==> src/rtl/vault_pkg.sv <==
`default_nettype none
// ============================================================================
//  Module      : vault_pkg
//  Description : Shared types and constants for the combination vault
//                controller. Holds the controller state encoding, the
//                one-hot LED bit positions and the default parameter values.
//  Revision    : 1.0 - initial release
// ============================================================================
package vault_pkg;

    // Controller states. Explicit 3-bit width; codes 6 and 7 are unused.
    typedef enum logic [2:0] {
        ST_LOCKED   = 3'd0,
        ST_STARTED  = 3'd1,
        ST_SEEK     = 3'd2,
        ST_UNLOCKED = 3'd3,
        ST_RELOCK   = 3'd4,
        ST_LOCKOUT  = 3'd5
    } vault_state_t;

    // Bit positions within the one-hot state_led output.
    localparam int c_LED_LOCKED   = 0;
    localparam int c_LED_STARTED  = 1;
    localparam int c_LED_SEEK     = 2;
    localparam int c_LED_UNLOCKED = 3;
    localparam int c_LED_LOCKOUT  = 4;
    localparam int c_LED_RELOCK   = 5;
    localparam int c_LED_W        = 6;

    // Default parameter values.
    localparam int          c_CODE_W_DEF         = 5;
    localparam int          c_NUM_COMB_DEF       = 3;
    localparam logic [14:0] c_COMB_INIT_DEF      = {5'd20, 5'd3, 5'd7};
    localparam int          c_MAX_FAILS_DEF      = 3;
    localparam int          c_LOCKOUT_CYCLES_DEF = 16;

endpackage
`default_nettype wire

==> src/rtl/vault_lockout_timer.sv <==
`default_nettype none
// ============================================================================
//  Module      : vault_lockout_timer
//  Description : Down-counter that times the lockout period. A load pulse
//                arms it for LOCKOUT_CYCLES cycles of enable; done is high
//                during the final enabled cycle.
//  Revision    : 1.0 - initial release
//
//  Ports
//    clock  in   rising-edge clock
//    reset  in   synchronous active-high reset (counter cleared)
//    load   in   arm the timer (takes effect on the next edge)
//    en     in   count down while high
//    done   out  high in the last cycle of the armed period
// ============================================================================
module vault_lockout_timer
    import vault_pkg::*;
#(
    parameter int LOCKOUT_CYCLES = c_LOCKOUT_CYCLES_DEF
) (
    input  logic clock,
    input  logic reset,
    input  logic load,
    input  logic en,
    output logic done
);

    localparam int c_CNT_W = (LOCKOUT_CYCLES > 1) ? $clog2(LOCKOUT_CYCLES) : 1;
    // Loaded with N-1 so that the cycle that sees zero is the Nth cycle.
    localparam logic [c_CNT_W-1:0] c_LOAD_VAL = c_CNT_W'(LOCKOUT_CYCLES - 1);
    localparam logic [c_CNT_W-1:0] c_ONE      = c_CNT_W'(1);

    logic [c_CNT_W-1:0] r_count;

    always_ff @(posedge clock) begin
        if (reset) begin
            r_count <= '0;
        end else if (load) begin
            r_count <= c_LOAD_VAL;
        end else if (en && (r_count != '0)) begin
            r_count <= r_count - c_ONE;
        end
    end

    assign done = en && (r_count == '0);

endmodule
`default_nettype wire

==> src/rtl/combo_vault_controller.sv <==
`default_nettype none
// ============================================================================
//  Module      : combo_vault_controller
//  Description : Combination-dial vault controller. The user zeroes the dial
//                moving down, then dials each combination step alternating
//                up/down. Repeated failures trigger a timed lockout. While
//                unlocked the combination may be rewritten.
//  Revision    : 1.0 - initial release
//
//  Ports
//    clock        in   rising-edge clock
//    reset        in   synchronous active-high reset
//    direction    in   1 = dial moving up, 0 = dial moving down
//    vault_code   in   current dial value
//    comb_wr_en   in   combination write strobe (honoured only when unlocked)
//    comb_wr_idx  in   combination step to write
//    comb_wr_data in   new value for that step
//    unlocked     out  vault is open
//    locked_out   out  lockout period in progress
//    step         out  combination step currently being sought
//    fail_cnt     out  consecutive failed attempts (saturating)
//    state_led    out  one-hot {RELOCK,LOCKOUT,UNLOCKED,SEEK,STARTED,LOCKED}
// ============================================================================
module combo_vault_controller
    import vault_pkg::*;
#(
    parameter int                         CODE_W         = c_CODE_W_DEF,
    parameter int                         NUM_COMB       = c_NUM_COMB_DEF,
    parameter logic [NUM_COMB*CODE_W-1:0] COMB_INIT      = c_COMB_INIT_DEF,
    parameter int                         MAX_FAILS      = c_MAX_FAILS_DEF,
    parameter int                         LOCKOUT_CYCLES = c_LOCKOUT_CYCLES_DEF
) (
    input  logic              clock,
    input  logic              reset,
    input  logic              direction,
    input  logic [CODE_W-1:0] vault_code,
    input  logic              comb_wr_en,
    input  logic [2:0]        comb_wr_idx,
    input  logic [CODE_W-1:0] comb_wr_data,
    output logic              unlocked,
    output logic              locked_out,
    output logic [2:0]        step,
    output logic [3:0]        fail_cnt,
    output logic [5:0]        state_led
);

    localparam logic [3:0] c_MAX_FAILS = 4'(MAX_FAILS);
    localparam logic [2:0] c_LAST_STEP = 3'(NUM_COMB - 1);
    localparam logic [3:0] c_NUM_COMB  = 4'(NUM_COMB);

    vault_state_t               r_state;
    logic [2:0]                 r_k;
    logic [3:0]                 r_fail;
    logic [NUM_COMB*CODE_W-1:0] r_comb;

    logic [CODE_W-1:0] w_target;
    logic [CODE_W-1:0] w_prev;
    logic              w_req;
    logic              w_grace;
    logic              w_dir_ok;
    logic              w_before;
    logic              w_hit;
    logic              w_seek_fail;
    logic [3:0]        w_fail_next;
    logic              w_lock_load;
    logic              w_lock_done;
    logic              w_wr_ok;

    // Select comb[k] and comb[k-1] with a compare-per-step mux so the 3-bit
    // step index never addresses past the configured number of steps.
    always_comb begin
        w_target = '0;
        w_prev   = '0;
        for (int i = 0; i < NUM_COMB; i++) begin
            if (r_k == 3'(i)) begin
                w_target = r_comb[i*CODE_W +: CODE_W];
            end
            if (r_k == 3'(i + 1)) begin
                w_prev = r_comb[i*CODE_W +: CODE_W];
            end
        end
    end

    // Even steps are dialled upward, odd steps downward.
    assign w_req    = ~r_k[0];
    // Sitting on the previous step's value is a legal pause while reversing.
    assign w_grace  = (r_k != 3'd0) && (vault_code == w_prev);
    assign w_dir_ok = (direction == w_req);
    assign w_before = w_req ? (vault_code < w_target) : (vault_code > w_target);
    assign w_hit    = !w_grace && w_dir_ok && (vault_code == w_target);
    assign w_seek_fail = !w_grace && !(w_dir_ok && ((vault_code == w_target) || w_before));

    assign w_fail_next = (r_fail >= c_MAX_FAILS) ? c_MAX_FAILS : (r_fail + 4'd1);
    assign w_lock_load = (r_state == ST_SEEK) && w_seek_fail && (w_fail_next == c_MAX_FAILS);

    assign w_wr_ok = comb_wr_en && (r_state == ST_UNLOCKED) && ({1'b0, comb_wr_idx} < c_NUM_COMB);

    vault_lockout_timer #(
        .LOCKOUT_CYCLES (LOCKOUT_CYCLES)
    ) u_lockout_timer (
        .clock (clock),
        .reset (reset),
        .load  (w_lock_load),
        .en    (r_state == ST_LOCKOUT),
        .done  (w_lock_done)
    );

    always_ff @(posedge clock) begin
        if (reset) begin
            r_state <= ST_LOCKED;
            r_k     <= 3'd0;
            r_fail  <= 4'd0;
        end else begin
            case (r_state)
                ST_LOCKED: begin
                    if (!direction && (vault_code == '0)) begin
                        r_state <= ST_STARTED;
                    end
                end
                ST_STARTED: begin
                    if (direction && (vault_code != '0)) begin
                        r_state <= ST_SEEK;
                        r_k     <= 3'd0;
                    end
                end
                ST_SEEK: begin
                    if (w_hit) begin
                        if (r_k == c_LAST_STEP) begin
                            r_state <= ST_UNLOCKED;
                            r_k     <= 3'd0;
                            r_fail  <= 4'd0;
                        end else begin
                            r_k <= r_k + 3'd1;
                        end
                    end else if (w_seek_fail) begin
                        r_fail  <= w_fail_next;
                        r_k     <= 3'd0;
                        r_state <= w_lock_load ? ST_LOCKOUT : ST_LOCKED;
                    end
                end
                ST_UNLOCKED: begin
                    if (!direction) begin
                        r_state <= ST_RELOCK;
                    end
                end
                ST_RELOCK: begin
                    if (!direction && (vault_code == '0)) begin
                        r_state <= ST_LOCKED;
                    end
                end
                ST_LOCKOUT: begin
                    if (w_lock_done) begin
                        r_state <= ST_LOCKED;
                        r_fail  <= 4'd0;
                    end
                end
                default: begin
                    r_state <= ST_LOCKED;
                    r_k     <= 3'd0;
                end
            endcase
        end
    end

    always_ff @(posedge clock) begin
        if (reset) begin
            r_comb <= COMB_INIT;
        end else begin
            for (int i = 0; i < NUM_COMB; i++) begin
                if (w_wr_ok && (comb_wr_idx == 3'(i))) begin
                    r_comb[i*CODE_W +: CODE_W] <= comb_wr_data;
                end
            end
        end
    end

    assign unlocked   = (r_state == ST_UNLOCKED);
    assign locked_out = (r_state == ST_LOCKOUT);
    assign step       = r_k;
    assign fail_cnt   = r_fail;

    always_comb begin
        state_led = '0;
        case (r_state)
            ST_LOCKED:   state_led[c_LED_LOCKED]   = 1'b1;
            ST_STARTED:  state_led[c_LED_STARTED]  = 1'b1;
            ST_SEEK:     state_led[c_LED_SEEK]     = 1'b1;
            ST_UNLOCKED: state_led[c_LED_UNLOCKED] = 1'b1;
            ST_RELOCK:   state_led[c_LED_RELOCK]   = 1'b1;
            ST_LOCKOUT:  state_led[c_LED_LOCKOUT]  = 1'b1;
            default:     state_led = '0;
        endcase
    end

endmodule
`default_nettype wire

==> config.mk <==
export PLATFORM = sky130hd
export DESIGN_NAME = combo_vault_controller
export DESIGN_NICKNAME = d
export VERILOG_FILES = /design/src/rtl/vault_pkg.sv /design/src/rtl/vault_lockout_timer.sv /design/src/rtl/combo_vault_controller.sv
export SDC_FILE = /design/constraint.sdc
export NUM_CORES = 1
export LEC_CHECK = 0
export CORE_AREA = 4 4 70 72
export DETAILED_ROUTE_END_ITERATION = 8
export DIE_AREA = 0 0 74 76
export PLACE_DENSITY = 0.72
export SETUP_SLACK_MARGIN = 0.15
export SYNTH_ARGS = -nofsm -noshare
export SYNTH_HDL_FRONTEND = slang
export SYNTH_HIERARCHICAL = 1
export SYNTH_SLANG_ARGS = --single-unit
export TNS_END_PERCENT = 10
==> constraint.sdc <==
create_clock -name clock -period 3.75 [get_ports clock]
set_input_delay 0.9375 -clock clock [delete_from_list [all_inputs] [get_ports clock]]
set_output_delay 0.9375 -clock clock [all_outputs]
set_load 0.01 [all_outputs]
==> results of run 1 <==
## cells in the mapped netlist (3+ instances only)
library cell | number | area share (%)
a21o_1 | 4 | 1.5
a21oi_1 | 12 | 2.9
a221o_1 | 3 | 1.5
a22oi_1 | 3 | 1.1
a31oi_1 | 5 | 1.5
and2_1 | 3 | 0.92
and3_1 | 5 | 1.5
buf_4 | 3 | 1.1
clkbuf_1 | 5 | 0.92
dfxtp_1 | 29 | 28
ha_1 | 8 | 4.9
inv_1 | 11 | 2.0
mux2i_1 | 23 | 11
nand2_1 | 24 | 4.4
nand3_1 | 3 | 0.73
nor2_1 | 15 | 2.7
nor2b_1 | 4 | 1.2
nor3_1 | 10 | 2.4
nor3b_1 | 4 | 1.5
o21a_1 | 3 | 1.1
o21ai_0 | 13 | 3.2
xor2_1 | 3 | 1.3
## layer usage
metal  global-route usage (%)  share of wire, %  vias up
met5                        0                 0        -
met4                    7.971               2.3        0
met3                    4.354               4.7       10
met2                    26.51                42       46
met1                    26.11                51      875
li1                         -                 -      943
## worst max-delay path: stages
cell and delay, ps:
clkdlybuf4s50_1 490, or4_1 620, o211ai_1 280, o21ai_0 160
a211oi_2 310, o21bai_1 200, mux2_1 350, o21a_1 160
## cells by family (layout without fill, tap and decap cells)
group	Yosys count	count (layout)	share of synthesized area, %
flops	29	29	28.34
simple gates	90	90	24.68
fa+ha+maj	8	8	4.887
compound gates	58	58	21.81
buf+inv	24	57	5.803
xor+xnor	5	5	2.138
mux	25	25	12.34
## stage by stage
step                      cells  total power [W]  setup slack (ps)
final                       324        0.0007232             418.9
after global routing        324        0.0007577             166.9
after CTS                   324        0.0007303             432.5
after detailed placement    316        0.0004426             156.1
after global placement      316        0.0004420             244.2
after floorplan             239        0.0003884             854.2
## registers in the layout (all words and copies together), names as in the netlist
name and cells:
u_lockout_timer/r_count 4, step 3, fail_cnt 4, r_comb 15, r_state 3
## layout make-up
cell class / instances / area (sq um)
Fill cell: 397 / 1798
Multi-Input combinational cell: 186 / 1349
Sequential cell: 29 / 580.6
Timing Repair Buffer: 37 / 355.3
Clock buffer: 7 / 96.34
Tap cell: 52 / 65.06
Inverter: 12 / 45.04
Clock inverter: 1 / 5.005
## power by group through the flow
stage | Clock (W) | Combinational (W) | Sequential [W]
floorplan | 0 | 0.0000644 | 0.000324
global placement | 0 | 0.000114 | 0.000328
detailed placement | 0 | 0.000115 | 0.000328
CTS | 0.000294 | 0.000116 | 0.000321
global route | 0.000307 | 0.000128 | 0.000322
finish | 0.000286 | 0.000116 | 0.000321
## how the worst max path moves through the flow
stage / to / slack (ps) / cells past startpoint
2_1_floorplan: r_state[2] / 850 / 13
3_3_place_gp: r_state[2] / 240 / 8
4_1_cts: r_state[2] / 430 / 8
6_report: r_state[2] / 420 / 8
3_5_place_dp: r_state[2] / 160 / 8
5_1_grt: u_lockout_timer/r_count[1] / 170 / 14
==> flow_metrics.tcl, run 1 <==
set metrics [dict create \
    worstMarginPinSlew_ps 676.0 \
    firstDrtPassIters 4 \
    fin_worst_skew_ps 7.309 \
    synth.avg_cell_area_sq_um 8.570 \
    grt_pass1_vias 1769 \
    clockRootBuffer "clkbuf_8" \
    fin_nets 296 \
    powerDensity_nw_per_um2 289.7 \
    power.switching_w 0.0001859 \
    pin_count 32 \
    synth_ff_type "dfxtp_1" \
    internal-power_w 0.0005373 \
    reg2reg_slack_ps 550 \
    min_to "r_comb[1]" \
    critPathLaunch "vault_code[2]" \
    fin_area_sq_um 2496 \
    synth_warnings 6 \
    finish.utilization_pct 58.13 \
    grt_pass1_wl_microns 8314 \
    cts.sinks 29 \
    cts_buffers 5 \
    hold_path_class "reg -> reg" \
    async_reset_ff_share_pct 0 \
    hold_viol_final 0 \
    drt-initial-drc-count 91 \
    synth.distinct_cells 58 \
    syn-instance-count 239 \
    fin_crit_sh_pct 88.83 \
    setup_violations 0 \
    ctsResizeCount 0 \
    crit_type "in -> reg" \
    initial_core_util_pct 47.70 \
    avgViaCountPerCell 5.784 \
    holdWs_ps 485.5 \
    grt_usage_pct 18.52 \
    startpoint_type "primary input" \
    pwr-share-clk_pct 39.6 \
    area_delta_synth_final_pct 21.87 \
    holdPathStages 2 \
    synth_seq_cells 29 \
    synth_area_sq_um 2048 \
    drive_gt1_share_pct 9.926 \
    fp.dieH_microns 76 \
    grt_antenna_before_repair 0 \
    cp.required_ps 3940 \
    post-dp-hpwl_microns 3600 \
    p_seq_share_pct 44.4 \
    outcome "completed" \
    synth_edf_count 0 \
    drt_wl_total_microns 4782 \
    htree_levels 2 \
    min_from "r_comb[1]" \
    arrival_ps 3520 \
    crit_fanout 5 \
    power_switching_share_pct 25.70 \
    max-cap-violations 0 \
    post-cts-setup-buffers 0 \
    dieWidth_microns 74 \
    wire_per_inst_microns 14.76 \
    num_vias 1874 \
    fmax_mhz 300.2 \
    fin_crit_ps 3331 \
    p_comb_share_pct 16.0 \
    rows 24 \
    cp-end-kind "flop" \
    ant_nets 0 \
    gp_congestion 0.8578 \
    finalMaxSlewViolations 0 \
    power_leakage_nw 0.9661 \
    relSlewSlack_pct 54.84 \
    regToRegStartpoint "step[1]" \
    peakVddDrop_mv 0.2292 \
    synth_nets 264 \
    reg2reg_depth 14 \
    tns_ps 0 \
    placed_area_sq_um 2395 \
    cts_tree "built" \
    die_area_sq_um 5624 \
    portBuffers 31 \
    worstSkewPairLatency_ps 290 \
    clockBufferDepth 2 \
    clk_pin_slew_ps 70 \
    grt_max_degree 20 \
    rsz0062_at_grt "no" \
    layout_common_cells "31 x clkdlybuf4s50_1, 29 x dfxtp_1, 24 x nand2_1" \
    final_common_cell "clkdlybuf4s50_1" \
    n_antenna_cell 0 \
    cts_hold_buffers 0 \
    yosysSeqAreaShare_pct 28.34 \
    fp.coreArea_sq_um 4294 \
    timing.rr.end "u_lockout_timer/r_count[1]" \
    drc 0 \
    grt_overflow 0 \
]
(Power assumes the default switching activity.)
==> run 2, diff against run 1 <==
--- a/config.mk
+++ b/config.mk
@@ -6,10 +6,13 @@
 export NUM_CORES = 1
 export LEC_CHECK = 0
 export CORE_AREA = 4 4 70 72
+export CTS_CLUSTER_SIZE = 25
 export DETAILED_ROUTE_END_ITERATION = 8
 export DIE_AREA = 0 0 74 76
+export MAX_ROUTING_LAYER = met4
 export PLACE_DENSITY = 0.72
 export SETUP_SLACK_MARGIN = 0.15
+export SLEW_MARGIN = 20
 export SYNTH_ARGS = -nofsm -noshare
 export SYNTH_HDL_FRONTEND = slang
 export SYNTH_HIERARCHICAL = 1
==> flow_metrics.tcl, run 2 (same netlist as run 1, synthesis figures left out) <==
set metrics [dict create \
    cts.sinks 29 \
    holdWs_ps 486.2 \
    tns_ps 0 \
    clockRootBuffer "clkbuf_8" \
    clk_pin_slew_ps 70 \
    fin_crit_ps 3326 \
    peakVddDrop_mv 0.2293 \
    drc 0 \
    fillers 397 \
    top_register "r_comb" \
    grt_max_degree 20 \
    crit_fanout 5 \
    dp_cells 316 \
    holdPathStages 2 \
    firstDrtPassIters 4 \
    min_to "fail_cnt[1]" \
    wire_per_inst_microns 14.75 \
    max-cap-violations 0 \
    final_common_cell "clkdlybuf4s50_1" \
    fmax_mhz 300.7 \
    min_from "fail_cnt[1]" \
    grt_usage_pct 19.02 \
    seqCellArea_sq_um 580.6 \
    drt-initial-drc-count 93 \
    drt_wl_total_microns 4780 \
    fin_cells 324 \
    rows 24 \
    clockBufferDepth 2 \
    fp.dieH_microns 76 \
    critPathLaunch "vault_code[2]" \
    timing.rr.end "u_lockout_timer/r_count[1]" \
    cp-end-kind "flop" \
    hold_viol_final 0 \
    pin_count 32 \
    fp.coreArea_sq_um 4294 \
    layout_common_cells "31 x clkdlybuf4s50_1, 29 x dfxtp_1, 24 x nand2_1" \
    fin_worst_skew_ps 8.615 \
    reg2reg_depth 14 \
    initial_core_util_pct 47.70 \
    grt_pass1_wl_microns 8314 \
    grt_overflow 0 \
    fin_crit_sh_pct 88.69 \
    cts_hold_buffers 0 \
    n_antenna_cell 0 \
    relSlewSlack_pct 53.49 \
    grt_pass1_vias 1768 \
    avgViaCountPerCell 5.741 \
    drive_gt1_share_pct 9.926 \
    crit_type "in -> reg" \
    power_leakage_nw 0.9661 \
    reg2reg_slack_ps 550 \
    cts_buffers 5 \
    startpoint_type "primary input" \
    ant_nets 0 \
    worstSkewPairLatency_ps 290 \
    post-dp-hpwl_microns 3600 \
    post-cts-setup-buffers 0 \
    gp_congestion 0.8715 \
    powerDensity_nw_per_um2 289.2 \
    outcome "completed" \
    setup_violations 0 \
    htree_levels 2 \
    multi_input_area_sq_um 1349 \
    largest_reg_flops 15 \
    portBuffers 31 \
    area_delta_synth_final_pct 21.87 \
    fin_nets 296 \
    arrival_ps 3510 \
    cp.required_ps 3940 \
    finalMaxSlewViolations 0 \
    cts_tree "built" \
    num_vias 1860 \
    grt_antenna_before_repair 0 \
    hold_path_class "reg -> reg" \
    die_area_sq_um 5624 \
    worstMarginPinSlew_ps 696.2 \
    regToRegStartpoint "step[1]" \
    dieWidth_microns 74 \
    ctsResizeCount 0 \
    rsz0062_at_grt "no" \
]
run 2: final cells by class:
type | count | share of cell area (%)
clock buffers | 7 | 3.860
clock inverters | 1 | 0.2005
inverters | 12 | 1.805
multi-input cells | 186 | 54.04
flip-flops and latches | 29 | 23.26
well taps | 52 | 2.607
repair buffers | 37 | 14.24
run 2: worst max-delay path by stage:
| stage | end | slack (ps) |
|---|---|---|
| final | r_state[2] | 420 |
| after global placement | r_state[2] | 240 |
| after floorplan | r_state[2] | 850 |
| after global routing | u_lockout_timer/r_count[1] | 170 |
| after CTS | r_state[2] | 430 |
| after detailed placement | r_state[2] | 160 |
run 2: per-stage QoR:
stage               worst slack [ps]   power, W  area (sq um)  util (%)
global route                   166.9  0.0007577          2496     58.13
floorplan                      854.2  0.0003884          2048         -
CTS                            432.5  0.0007303          2496     58.13
global placement               244.2  0.0004420          2395     55.77
finish                         424.1  0.0007220          2496     58.13
detailed placement             156.1  0.0004426          2395     55.77
run 2: where the power goes:
| group | internal [W] | leakage, nW | total (W) | switching, W |
|---|---|---|---|---|
| Clock | 0.000166 | 0.0542 | 0.000285 | 0.000120 |
| Combinational | 0.0000594 | 0.678 | 0.000116 | 0.0000562 |
| Sequential | 0.000312 | 0.234 | 0.000321 | 0.00000879 |
| Total | 0.000537 | 0.966 | 0.000722 | 0.000185 |
run 2: worst max-delay path, cell delays in order:
cell             delay (ps)
clkdlybuf4s50_1         490
or4_1                   620
o211ai_1                280
o21ai_0                 160
a211oi_2                310
o21bai_1                190
mux2_1                  350
o21a_1                  160
run 2: routing by layer:
| layer | vias to the layer above | GRT usage, % | part of all wire [%] |
|---|---|---|---|
| met2 | 54 | 26.51 | 42 |
| met3 | 8 | 4.354 | 5.3 |
| li1 | 944 | - | - |
| met4 | 0 | 7.971 | 1.8 |
| met1 | 854 | 26.11 | 51 |
| met5 | - | - | 0 |
==> run 3, diff against run 2 <==
--- a/config.mk
+++ b/config.mk
@@ -11,6 +11,7 @@
 export DIE_AREA = 0 0 74 76
 export MAX_ROUTING_LAYER = met4
 export PLACE_DENSITY = 0.72
+export RECOVER_POWER = 50
 export SETUP_SLACK_MARGIN = 0.15
 export SLEW_MARGIN = 20
 export SYNTH_ARGS = -nofsm -noshare
==> flow_metrics.tcl, run 3 (same netlist as run 1, synthesis figures left out) <==
set metrics [dict create \
    post-dp-hpwl_microns 3600 \
    ant_nets 0 \
    firstDrtPassIters 4 \
    multi_input_area_sq_um 1334 \
    outcome "completed" \
    min_from "fail_cnt[1]" \
    powerDensity_nw_per_um2 290.8 \
    avgViaCountPerCell 5.738 \
    cts_hold_buffers 0 \
    fin_crit_sh_pct 88.76 \
    dieWidth_microns 74 \
    max-cap-violations 0 \
    clockRootBuffer "clkbuf_8" \
    n_antenna_cell 0 \
    die_area_sq_um 5624 \
    clk_pin_slew_ps 70 \
    grt_overflow 0 \
    crit_fanout 5 \
    seqCellArea_sq_um 580.6 \
    wire_per_inst_microns 14.76 \
    setup_violations 0 \
    num_vias 1859 \
    placed_area_sq_um 2395 \
    fin_worst_skew_ps 8.137 \
    crit_type "in -> reg" \
    arrival_ps 3520 \
    htree_levels 2 \
    fin_crit_ps 3329 \
    drt_wl_total_microns 4783 \
    reg2reg_depth 14 \
    drc 0 \
    power_leakage_nw 0.9774 \
    portBuffers 31 \
    fin_area_sq_um 2477 \
    fmax_mhz 300.4 \
    rows 24 \
    worstMarginPinSlew_ps 1076 \
    clockBufferDepth 2 \
    pin_count 32 \
    relSlewSlack_pct 28.13 \
    holdPathStages 2 \
    holdWs_ps 484.7 \
    grt_max_degree 20 \
    final_common_cell "dfxtp_1" \
    area_delta_synth_final_pct 20.95 \
    grt_pass1_vias 1768 \
    fp.dieH_microns 76 \
    min_to "fail_cnt[1]" \
    grt_pass1_wl_microns 8314 \
    worstSkewPairLatency_ps 290 \
    grt_usage_pct 19.02 \
    finish.utilization_pct 57.69 \
    startpoint_type "primary input" \
    cts_tree "built" \
    drive_gt1_share_pct 8.456 \
    cts.sinks 29 \
    fin_nets 296 \
    power.total_w 0.0007204 \
    ctsResizeCount 0 \
    largest_reg_flops 15 \
    layout_common_cells "29 x dfxtp_1, 24 x nand2_1, 24 x clkdlybuf4s50_1" \
    cts_buffers 5 \
    gp_congestion 0.8715 \
    reg2reg_slack_ps 440 \
    post-cts-setup-buffers 0 \
    fp.coreArea_sq_um 4294 \
    cp-end-kind "flop" \
    peakVddDrop_mv 0.2283 \
    finalMaxSlewViolations 0 \
    drt-initial-drc-count 86 \
    timing.rr.end "u_lockout_timer/r_count[1]" \
    initial_core_util_pct 47.70 \
    regToRegStartpoint "step[0]" \
    rsz0062_at_grt "no" \
    fillers 402 \
    cp.required_ps 3940 \
    grt_antenna_before_repair 0 \
    hold_viol_final 0 \
    hold_path_class "reg -> reg" \
    top_register "r_comb" \
    tns_ps 0 \
]
[run 3: through the flow]
step | cells | setup WS, ps
after floorplan | 239 | 854.2
after global placement | 316 | 244.2
after detailed placement | 316 | 156.1
after CTS | 324 | 432.5
after global routing | 324 | 90.09
final | 324 | 421.3
[run 3: report_power, final]
group	total (W)	switching [W]	internal (W)
combinational	0.000113	0.0000556	0.0000579
sequential	0.000321	0.00000868	0.000312
clock	0.000286	0.000120	0.000166
[run 3: worst max-delay path by stage]
stage,from,end
floorplan,step[0],r_state[2]
global placement,vault_code[2],r_state[2]
detailed placement,vault_code[2],r_state[2]
CTS,vault_code[2],r_state[2]
global route,step[0],u_lockout_timer/r_count[1]
finish,vault_code[2],r_state[2]
[run 3: cell type report]
type	count	area share, %
flip-flops and latches	29	23.43
clock buffers	7	3.889
repair buffers	37	14.19
multi-input cells	186	53.84
inverters	12	1.818
clock inverters	1	0.2020
well taps	52	2.626
[run 3: routing by layer]
layer	part of all wire (%)	up-vias	GRT usage (%)
li1	-	944	-
met4	1.8	0	7.971
met5	0	-	-
met3	5.0	9	4.354
met1	51	858	26.11
met2	42	48	26.51
[run 3: critical path, stage by stage]
cell	delay (ps)
clkdlybuf4s50_1	490
or4_1	620
o211ai_1	280
o21ai_0	160
a211oi_2	310
o21bai_1	190
mux2_1	350
o21a_1	160
